## src/rtl/bcd_pkg.sv

```systemverilog
// Shared definitions for the serial binary-to-BCD converter: FSM state
// encoding and the constant log2 helper used to size the bit counter.
package bcd_pkg;

  typedef enum logic [1:0] {
    ST_IDLE  = 2'd0,
    ST_SHIFT = 2'd1,
    ST_DONE  = 2'd2
  } bcd_state_e;

  // Smallest r with 2**r >= value; WIDTH-1 always fits in clog2(WIDTH) bits.
  function automatic int clog2(input int value);
    int r;
    int v;
    r = 0;
    v = value - 1;
    while (v > 0) begin
      r++;
      v = v >> 1;
    end
    return r;
  endfunction

endpackage

```

## src/rtl/bcd_ajuste_digito.sv

```systemverilog
// Double-dabble digit correction: a nibble of 5 or more gets +3 so that the
// following left shift carries correctly into the next decimal digit.
module bcd_ajuste_digito (
  input  logic [3:0] din,
  output logic [3:0] dout
);

  always_comb begin
    dout = din;
    if (din >= 4'd5) begin
      dout = din + 4'd3;
    end
  end

endmodule

```

## src/rtl/bcd_conversor_serial.sv

```systemverilog
// Iterative binary-to-BCD converter: one double-dabble step per clock,
// producing sign, packed BCD digits and an overflow flag.
module bcd_conversor_serial
  import bcd_pkg::*;
#(
  parameter int WIDTH  = 32,
  parameter int DIGITS = 10,
  parameter bit SIGNED = 1'b1
) (
  input  logic                  clock,
  input  logic                  reset,
  input  logic                  iniciar,
  input  logic [WIDTH-1:0]      numero,
  output logic                  ocupado,
  output logic                  valido,
  output logic                  sinal,
  output logic [4*DIGITS-1:0]   digitos,
  output logic                  overflow,
  output bcd_state_e            estado
);

  localparam int CNT_W = clog2(WIDTH);

  // Handshake: iniciar is taken only in IDLE (ocupado=0); valido pulses for
  // exactly one cycle when sinal/digitos/overflow take a new result.

  bcd_state_e            state_q;
  logic [CNT_W-1:0]      cnt_q;
  logic [WIDTH-1:0]      mag_q;
  logic [4*DIGITS-1:0]   bcd_q;
  logic                  sinal_int_q;
  logic                  ovf_int_q;
  logic                  ocupado_q;
  logic                  valido_q;
  logic                  sinal_q;
  logic [4*DIGITS-1:0]   digitos_q;
  logic                  overflow_q;

  logic [4*DIGITS-1:0]   bcd_adj;
  logic [4*DIGITS-1:0]   bcd_shift_d;
  logic                  carry_d;
  logic                  sinal_start_d;
  logic [WIDTH-1:0]      mag_start_d;

  for (genvar k = 0; k < DIGITS; k++) begin : g_ajuste
    bcd_ajuste_digito u_ajuste (
      .din  (bcd_q[4*k +: 4]),
      .dout (bcd_adj[4*k +: 4])
    );
  end

  always_comb begin
    sinal_start_d = SIGNED & numero[WIDTH-1];
    mag_start_d   = numero;
    // Two's-complement magnitude fits in WIDTH unsigned bits, even for the most negative value.
    if (sinal_start_d) begin
      mag_start_d = ~numero + WIDTH'(1);
    end
    carry_d     = bcd_adj[4*DIGITS-1];
    bcd_shift_d = {bcd_adj[4*DIGITS-2:0], mag_q[WIDTH-1]};
  end

  always_ff @(posedge clock) begin
    if (!reset) begin
      state_q     <= ST_IDLE;
      cnt_q       <= '0;
      mag_q       <= '0;
      bcd_q       <= '0;
      sinal_int_q <= 1'b0;
      ovf_int_q   <= 1'b0;
      ocupado_q   <= 1'b0;
      valido_q    <= 1'b0;
      sinal_q     <= 1'b0;
      digitos_q   <= '0;
      overflow_q  <= 1'b0;
    end else begin
      valido_q <= 1'b0;
      case (state_q)
        ST_IDLE: begin
          if (iniciar) begin
            sinal_int_q <= sinal_start_d;
            mag_q       <= mag_start_d;
            bcd_q       <= '0;
            ovf_int_q   <= 1'b0;
            cnt_q       <= CNT_W'(WIDTH - 1);
            ocupado_q   <= 1'b1;
            state_q     <= ST_SHIFT;
          end
        end
        ST_SHIFT: begin
          bcd_q <= bcd_shift_d;
          mag_q <= {mag_q[WIDTH-2:0], 1'b0};
          // A bit leaving the top digit is a multiple of 10**DIGITS.
          if (carry_d) begin
            ovf_int_q <= 1'b1;
          end
          if (cnt_q == '0) begin
            state_q <= ST_DONE;
          end else begin
            cnt_q <= cnt_q - CNT_W'(1);
          end
        end
        ST_DONE: begin
          digitos_q  <= bcd_q;
          sinal_q    <= sinal_int_q;
          overflow_q <= ovf_int_q;
          valido_q   <= 1'b1;
          ocupado_q  <= 1'b0;
          state_q    <= ST_IDLE;
        end
        default: begin
          state_q <= ST_IDLE;
        end
      endcase
    end
  end

  assign ocupado  = ocupado_q;
  assign valido   = valido_q;
  assign sinal    = sinal_q;
  assign digitos  = digitos_q;
  assign overflow = overflow_q;
  assign estado   = state_q;

endmodule
```

## config.mk

```make
export PLATFORM = sky130hd
export DESIGN_NAME = bcd_conversor_serial
export DESIGN_NICKNAME = d
export VERILOG_FILES = /design/src/rtl/bcd_pkg.sv /design/src/rtl/bcd_ajuste_digito.sv /design/src/rtl/bcd_conversor_serial.sv
export SDC_FILE = /design/constraint.sdc
export NUM_CORES = 1
export LEC_CHECK = 0
export ABC_AREA = 1
export CORE_MARGIN = 1
export CORE_UTILIZATION = 51
export DETAILED_ROUTE_END_ITERATION = 6
export DONT_BUFFER_PORTS = 1
export PLACE_DENSITY = 0.77
export SETUP_SLACK_MARGIN = 0.5
export SLEW_MARGIN = 0
export SYNTH_ARGS = -nofsm -noshare
export SYNTH_HDL_FRONTEND = slang
export SYNTH_SLANG_ARGS = --single-unit
```

## constraint.sdc

```tcl
create_clock -name clock -period 2.2 [get_ports clock]
set_input_delay 0.33 -clock clock [delete_from_list [all_inputs] [get_ports clock]]
set_output_delay 0.33 -clock clock [all_outputs]
set_load 0.02 [all_outputs]
```

# After elaboration in Yosys (flattened, before gate mapping)
# Cells that the tools add are included.
dict set report totals {
  reg_bits 125
  word_cells 77
}
dict set report classes {
  n_addsub 12
  order_cmp 10
  eq_ne 6
  muxes 27
  bitwise_logic 1
  reduce_logical 10
}
# op n
set ops {}
lappend ops {{case mux 40 bit (2 select lines)} 1}
lappend ops {{2-to-1 mux 32 bit} 2}
lappend ops {{case mux 32 bit (2 select lines)} 1}
lappend ops {{adder 4 x 2 -> 4 bit, second input constant} 10}
lappend ops {{greater-or-equal comparator 4 x 3 -> 1 bit, second input constant} 10}
lappend ops {{2-to-1 mux 4 bit} 10}
lappend ops {{2-to-1 mux 40 bit} 1}
lappend ops {{adder 32 x 1 -> 32 bit, second input constant} 1}
lappend ops {{inverter 32 bit} 1}
lappend ops {{2-to-1 mux 5 bit} 2}
lappend ops {{case mux 5 bit (2 select lines)} 1}
lappend ops {{AND reduction 2 bit} 4}
lappend ops {{!= test 2 bit, second input constant} 3}
lappend ops {{AND reduction 3 bit} 2}
lappend ops {{logical NOT 5 bit} 1}
lappend ops {{subtractor 5 x 1 -> 5 bit, second input constant} 1}
lappend ops {{2-to-1 mux 1 bit} 4}
lappend ops {{2-to-1 mux 2 bit} 2}
lappend ops {{case mux 1 bit (2 select lines)} 2}
lappend ops {{case mux 2 bit (2 select lines)} 1}
lappend ops {{nonzero test 2 bit} 2}
lappend ops {{== test 2 x 1 -> 1 bit, second input constant} 1}
lappend ops {{== test 2 bit, second input constant} 1}
lappend ops {{logical NOT 2 bit} 1}
lappend ops {{!= test 2 x 1 -> 1 bit, second input constant} 1}

# Longest topological paths before layout
# Gate-level depths: netlist (run 1).
dict set report depth {
  depth_word 5
  ltp_mapped 12
}

# Hierarchy
# From an unflattened synthesis (run 1), not the netlist that was laid out.
dict set report unflattened {
  hier_cells 1030
  area_unflattened_um2 6965.4
}
# module instances cells_per_inst area_each_um2
set by_module_without_submodules {}
lappend by_module_without_submodules {bcd_conversor_serial 1 800 5614.1}
lappend by_module_without_submodules {bcd_ajuste_digito 10 23 135.1}

# Worst setup path before layout (run 1)
# OpenSTA, ideal clock, no wires.
dict set report synth_timing {
  path_type {input to register}
  startpoint {in numero[0]}
  endpoint {reg mag_q[28]}
  setup_time_ns 0.132
  arrival_ns 1.289
  required_ns 2.068
  slack_ns 0.778
  path_stages 12
  n_path_buf 1
  path_cell_list {inv_1 > ha_1 > nand2_1 > nand2_2 > nand2_2 > nor2_4 > buf_6 > nand3_1 > nand2_1 > nand3_1 > nand2_1 > a21oi_1}
}
dict set report synth_between {
  elab_chain_len 5
}
# element line_no
set synth_lines {}
lappend synth_lines {{from (decl)} bcd_conversor_serial.sv:13} ;# input logic [WIDTH-1:0] numero,
lappend synth_lines {{inverter 32 bit} bcd_conversor_serial.sv:57} ;# mag_start_d = ~numero + WIDTH'(1);
lappend synth_lines {{adder 32 x 1 -> 32 bit} bcd_conversor_serial.sv:57}
lappend synth_lines {{2-to-1 mux 32 bit} bcd_conversor_serial.sv:56} ;# if (sinal_start_d) begin
lappend synth_lines {{2-to-1 mux 32 bit} bcd_conversor_serial.sv:80} ;# if (iniciar) begin
lappend synth_lines {{case mux 32 bit (2 select lines)} bcd_conversor_serial.sv:78} ;# case (state_q)
lappend synth_lines {{to (signal assigned)} bcd_conversor_serial.sv:82} ;# mag_q <= mag_start_d;
lappend synth_lines {{to (signal assigned)} bcd_conversor_serial.sv:92} ;# mag_q <= {mag_q[WIDTH-2:0], 1'b0};
lappend synth_lines {{to (decl)} bcd_conversor_serial.sv:29} ;# logic [WIDTH-1:0] mag_q;
# Every way passes these cells. The select of a mux whose other input is x is not followed.
# A chain may end at the register's enable or synchronous reset.

# Worst setup path in the final report (run 1)
dict set report layout_timing {
  startpoint {reg state_q[1], in the netlist estado[1]}
  endpoint {reg mag_q[16]}
}
dict set report layout_between {
  elab_chain_len 3
  word_cells_on_any_way 6
  cone_classes {eq/ne (2); mux (1); reduce/logical (3)}
}
# element line_no
set layout_lines {}
lappend layout_lines {{from (decl)} bcd_conversor_serial.sv:27} ;# bcd_state_e state_q;
lappend layout_lines {{from (signal assigned)} bcd_conversor_serial.sv:65} ;# state_q <= ST_IDLE;
lappend layout_lines {{from (signal assigned)} bcd_conversor_serial.sv:87} ;# state_q <= ST_SHIFT;
lappend layout_lines {{from (signal assigned)} bcd_conversor_serial.sv:98} ;# state_q <= ST_DONE;
lappend layout_lines {{== test 2 x 1 -> 1 bit or logical NOT 2 bit (tied branches)} bcd_conversor_serial.sv:78}
lappend layout_lines {{nonzero test 2 bit (no line) or != test 2 bit (tied branches)} --}
lappend layout_lines {{AND reduction 2 bit (no line)} --}
# Several ways; a longest one is shown, not always the timed one.

==> results of run 1 <==
[cell type report]
class                           instances  area share (%)
Multi-Input combinational cell        682           47.11
Sequential cell                       125           35.09
Clock buffer                           25           7.088
Inverter                               92           4.895
Tap cell                              168           2.947
Timing Repair Buffer                   13           1.719
Clock inverter                          6           1.158
[per-stage QoR]
stage                     hold WS [ns]  total power [mW]  setup WS [ns]  cells  area (um^2)
final                          0.07239             5.804         0.6383   1111         7132
after detailed placement        0.4536             3.098         0.5632   1080         6533
after CTS                      0.04762             5.850         0.5798   1111         7121
after global placement          0.4492             3.089         0.6082   1080         6533
after global routing           0.06751             6.054         0.4584   1111         7132
after floorplan                 0.4136             2.985         0.7783    947         6444
[worst paths after layout]
check                                from    endpoint  slack [ns]  depth (start not counted)
worst min-delay path                reset  digitos[8]        0.07                          2
worst max register to register  estado[1]   mag_q[16]        0.64                          6
worst min register to register  bcd_q[39]   bcd_q[39]        0.46                          2
worst max-delay path            estado[1]   mag_q[16]        0.64                          6
[flip-flops by register name (all words and copies together) (netlist names)]
register     count
sinal_int_q      1
ocupado          1
ovf_int_q        1
bcd_q           40
mag_q           32
overflow         1
digitos         40
cnt_q            5
sinal            1
valido           1
estado           2
[repair_timing]
| item | in CTS | in global routing |
|---|---|---|
| gates resized for setup | 0 | 3 |
| endpoints found under the setup margin | 0 | 3 |
| hold buffers | 0 | 0 |
[cells in the final DEF, fill, tap and decap left out, drive strengths merged]
cell        n
or2         2
a31oi       2
nand2     188
nand3     105
a21o        1
nand3b      3
a211oi      1
dfxtp     125
bufinv      2
nor3       11
clkinvlp    2
nand4       5
ha         22
or3         1
o21ai     100
clkinv      3
clkbuf     25
xor2       12
o211ai      4
inv        91
nor2      112
a22oi       2
xnor2       3
buf        13
a21oi     108
[power groups by stage]
stage                     logic [mW]  registers (mW)  clock network (mW)
after floorplan                0.538            2.45                   0
after global placement         0.634            2.45                   0
after detailed placement       0.642            2.46                   0
after CTS                      0.645            2.41                2.79
after global routing           0.742            2.42                2.89
final                          0.646            2.41                2.75
[critical path, cell delays in order, from the launching register on]
cell	delay [ns]
dfxtp_1	0.45
nor2_4	0.14
nor2_4	0.18
buf_4	0.37
nor2_1	0.07
o21ai_1	0.11
a21oi_1	0.09
[per-layer routing]
layer	part of all wire, %	global-route usage, %	vias up
met2	48	39.35	126
li1	-	-	3076
met3	5.2	6.035	16
met5	0	0	-
met4	1.2	7.100	0
met1	46	30.47	2732
[kinds of logic after synthesis]
group | count (synthesis) | synth area share (%)
compound gates | 218 | 17.40
xor+xnor | 15 | 2.039
fa+ha+maj | 22 | 4.272
buf+inv | 140 | 9.223
flops | 125 | 38.83
simple gates | 427 | 28.23
==> summary.txt, run 1 <==
Area fraction of the dominant cell type after synthesis -> 38.83%
Clk root buf -> clkbuf_16
Combinational Power Share -> 11.1%
Max-cap violation count -> 0
RSZ-0062 raised after global routing -> yes
Status -> completed
Number of synthesized flops with an enable pin -> 0
Area Growth Syn to Fin -> 10.68%
Worst skew pair latency -> 0.41 ns
# rows -> 40
Top cells by count, synth -> nand2_1, dfxtp_1, a21oi_1
Pleak -> 2.730 nW
Slew headroom -> 70.55%
IO Port Bufs -> 0
CTS max path bufs -> 2
Pins Over Slew Limit -> 0
Setup Viol. Count Final -> 0
Netlist cell types -> 33
CTS tree -> built
Post-layout util -> 58.64%
Setup Buffers After CTS -> 0
Clock transition at path regs -> 0.05 ns
VDD IR max -> 651.6 uV
Critical path peak fanout -> 38
Tmin final -> 1.562 ns
GPL Wtd Cong -> 0.8717
Die Ht -> 114.4 um
Fill cells -> 1146
Critical path startpoint category -> flop
Vias in the first global route -> 5412
Clock group share of total power -> 47.3%
P_int -> 4.382 mW
Max H-tree Level -> 4
Top cells by area, synth -> dfxtp_1, nand2_1, a21oi_1
Net Sw Frac -> 24.50%
Worst Max-Slew Pin Slew -> 0.4417 ns
Crit path kind -> flop to flop
Async set-reset flop share out of synthesis -> 0%
Setup tns final -> 0 ns
Cts bufs inserted -> 17
Part of the Yosys area used for sequential elements -> 38.83%
WP data arrival -> 1.84 ns
Clock sink total -> 125
Die Area -> 13090 um^2
Antenna Violating Nets Remaining -> 0
DR DRC count -> 0
Detailed-placement wirelength estimate -> 9.951 mm
Vias per inst -> 5.356
Period utilisation layout -> 70.98%
Fmax -> 0.6403 GHz
CP endpoint kind -> flop
Antenna cells -> 0
Flop pwr share -> 41.5%
Net count of the mapped netlist -> 1004
Primary FF master, synth -> dfxtp_1
Area leader, netlist -> dfxtp_1
Routed via count -> 5950
Layout Skew -> 0.01009 ns
Min-delay worst type -> input port to flop
Switch Pwr -> 1.422 mW
Syn_area_per_cell -> 6.804 um^2
GRT Overall Usage -> 23.77%
Layout cells sized above 1 -> 6.045%
Layout Nets -> 988
Hold Fails Final Rpt -> 0
Detailed router's first-iteration violation count -> 475
Required time worst endpoint -> 2.48 ns
Routed len/inst -> 13.33 um
Grt ovf -> 0
Largest net degree at the start of global routing -> 75
Final WL -> 14.81 mm
Initial Util -> 52.98%
I/O pin count -> 81
Pre-antenna DRT Iters -> 7
Mapped Cells -> 947
Power Density -> 813.8 nW/um^2
Multi-input logic area -> 3359 um^2
First-pass GRT wire length -> 24.97 mm
Initial antenna violation count -> 0
Core area -> 12160 um^2
Synth warn -> 0
Yosys reg bits -> 125
Die W -> 114.4 um
Reg area -> 2502 um^2
Synthesized cell area -> 6444 um^2
Cell with the most instances after synthesis -> nand2_1
No activity file was read; power rests on OpenSTA's default activity.
==> run 2: changes to the inputs <==
clock period = 1.44 ns   (was 2.2 ns; I/O delays follow)
==> run 2 against run 1 <==
  * The flow now finishes with violations (hold timing, setup timing)
  * Combinational power grew to 2.5 times the previous value
  * Critical path depth increased by 2
  * Cell count rose by 5.7%
  * Highest routed layer unchanged
  * Sequential power is 50% higher
  * Clock power increased by 64%
  * Critical endpoint is now bcd_q[30]
  * Die area did not move
  * Critical path type unchanged
  * Wire length up 40%
  * Sequential share of layout area is 4.9 points lower
  * First-iteration DRC count is 31% higher
==> summary.txt, run 2 (same netlist as run 1, synthesis figures left out) <==
Most frequent cells in the layout -> nand2_1, nor2_1, nand3_1
Layout Skew -> 0.008635 ns (-0.001456 ns)
GRT Overall Usage -> 27.35% (+3.6 points)
Worst skew pair latency -> 0.43 ns (+0.02 ns)
Hold Fails Final Rpt -> 45 (+45)
I/O pin count -> 81 (unchanged)
Critical path peak fanout -> 11 (-71%)
Initial antenna violation count -> 0 (unchanged)
Clk root buf -> clkbuf_16
First-pass GRT wire length -> 28.03 mm (+12%)
Critical path startpoint category -> flop
Worst slack, placed -> -0.01452 ns (-0.5778 ns)
Antenna cells -> 0 (unchanged)
Min-delay worst type -> input port to flop
Crit path kind -> flop to flop
Vias per inst -> 5.778 (+7.9%)
Layout Nets -> 1050 (+6.3%)
Worst Max-Slew Pin Slew -> 0.3893 ns (-0.05241 ns)
Commonest non-fill, non-tap cell in the layout -> nand2_1
Pre-antenna DRT Iters -> 5 (-2)
Clock sink total -> 125 (unchanged)
VDD IR max -> 623.9 uV (-4.3%)
CTS max path bufs -> 2 (unchanged)
Max-cap violation count -> 0 (unchanged)
Status -> finished with violations
IO Port Bufs -> 0 (unchanged)
GR Util met2 -> 46.95% (+7.6 points)
RSZ-0062 raised after global routing -> yes
Setup Viol. Count Final -> 13 (+13)
Vias in the first global route -> 5965 (+10%)
GRT busiest layer -> met2
Max H-tree Level -> 4 (unchanged)
Cts bufs inserted -> 17 (unchanged)
Tmin final -> 1.546 ns (-0.01566 ns)
Detailed router's first-iteration violation count -> 620 (+31%)
DR DRC count -> 0 (unchanged)
Grt ovf -> 0 (unchanged)
WP data arrival -> 1.87 ns (+0.03 ns)
Layout cells sized above 1 -> 32.11% (+26 points)
Area Growth Syn to Fin -> 38.83%
Post-layout util -> 73.56% (+15 points)
Largest net degree at the start of global routing -> 75 (unchanged)
Die W -> 114.4 um (unchanged)
Failing checks -> hold timing, setup timing
Period utilisation layout -> 107.4% (+36 points)
Die Area -> 13090 um^2 (unchanged)
CP endpoint kind -> flop
Final worst slack -> -0.1060 ns (-0.7443 ns)
Min-delay src -> reset
Final WL -> 20.75 mm (+40%)
CP startpoint -> estado[0]
Pleak -> 3.517 nW (+29%)
Core area -> 12160 um^2 (unchanged)
Required time worst endpoint -> 1.77 ns (-0.71 ns)
Antenna Violating Nets Remaining -> 0 (unchanged)
Met1 GRT Util -> 32.66% (+2.2 points)
RR Startpoint -> estado[0]
Routed len/inst -> 17.67 um (+33%)
Post-CTS Hold Buffers -> 1 (+1)
Power Density -> 1091 nW/um^2 (+34%)
Fmax -> 0.6468 GHz (+1.0%)
Met3 usage -> 8.258% (+2.2 points)
Clock transition at path regs -> 0.06 ns (about the same)
Slew headroom -> 74.05% (+3.5 points)
Die Ht -> 114.4 um (unchanged)
Detailed-placement wirelength estimate -> 10.04 mm (+0.88%)
Pins Over Slew Limit -> 0 (unchanged)
Routed via count -> 6783 (+14%)
Initial Util -> 52.98% (unchanged)
Final Hold Slack -> -0.08347 ns (-0.1559 ns)
GPL Wtd Cong -> 0.8997 (+3.2%)
CTS tree -> built
# rows -> 40 (unchanged)
==> run 2: changes by cell type in the layout (fill, tap and decap cells not counted), moves of 19 or more <==
| cell | change |
|---|---|
| dfxtp_4 | +47 |
| a21oi_2 | +28 |
| buf_4 | +19 |
| o21ai_2 | +36 |
| o21ai_0 | -53 |
| dfxtp_1 | -61 |
| a21oi_1 | -29 |
==> run 2: through the flow <==
| stage | power (mW) | instance area (um^2) | std cells | setup TNS [ns] |
|---|---|---|---|---|
| 2_1_floorplan | 4.662 | 6719 | 947 | 0 |
| 3_3_place_gp | 4.817 | 6857 | 1095 | 0 |
| 3_5_place_dp | 4.829 | 6857 | 1095 | -0.01452 |
| 4_1_cts | 9.497 | 8051 | 1148 | 0 |
| 5_1_grt | 10.10 | 8946 | 1174 | -2.292 |
| 6_report | 9.760 | 8946 | 1174 | -0.3206 |
==> run 2: routing by layer <==
metal / up-vias / wire [um]
met1: 3185 / 7984
met3: 68 / 1700
met5: - / 0
met4: 0 / 683
li1: 3214 / -
met2: 316 / 10380
==> run 2: path summary, 6_finish.rpt <==
check	endpoint	slack (ns)	cells past startpoint
worst max-delay path	bcd_q[30]	-0.11	8
worst min-delay path	sinal_int_q	-0.08	2
worst max register to register	bcd_q[30]	-0.11	8
worst min register to register	mag_q[25]	0.46	2
==> run 2: timing repair <==
item | CTS | global route
cloned | 9 | 8
pin swaps | 8 | 24
resized for setup | 123 | 209
buffers inserted | 11 | 18
hold endpoints to repair | 49 | 48
setup endpoints to repair | 171 | 171
==> run 2: layout make-up <==
cell class | instances | area (um^2)
timing repair inverter | 8 | 107.6
fill | 884 | 3216
clock inverter | 12 | 168.9
clock buffer | 20 | 446.7
sequential | 125 | 2696
inverter | 92 | 400.4
multi-input combinational | 682 | 4000
tap | 168 | 210.2
timing repair buffer | 67 | 915.9
==> run 2: critical path, cell delays in order, from the launching register on <==
cell and delay (ns):
dfxtp_4 0.35, inv_4 0.04, nand2_4 0.07, nor2_4 0.05
nor2_4 0.17, buf_12 0.16, bufbuf_16 0.28, nand2_1 0.09
a21oi_1 0.23
==> run 2: report_power, final <==
group / total [mW] / internal (mW) / switching (mW)
clock network: 4.51 / 2.92 / 1.58
registers: 3.62 / 3.52 / 0.0976
logic: 1.64 / 0.715 / 0.920
total: 9.76 / 7.16 / 2.60
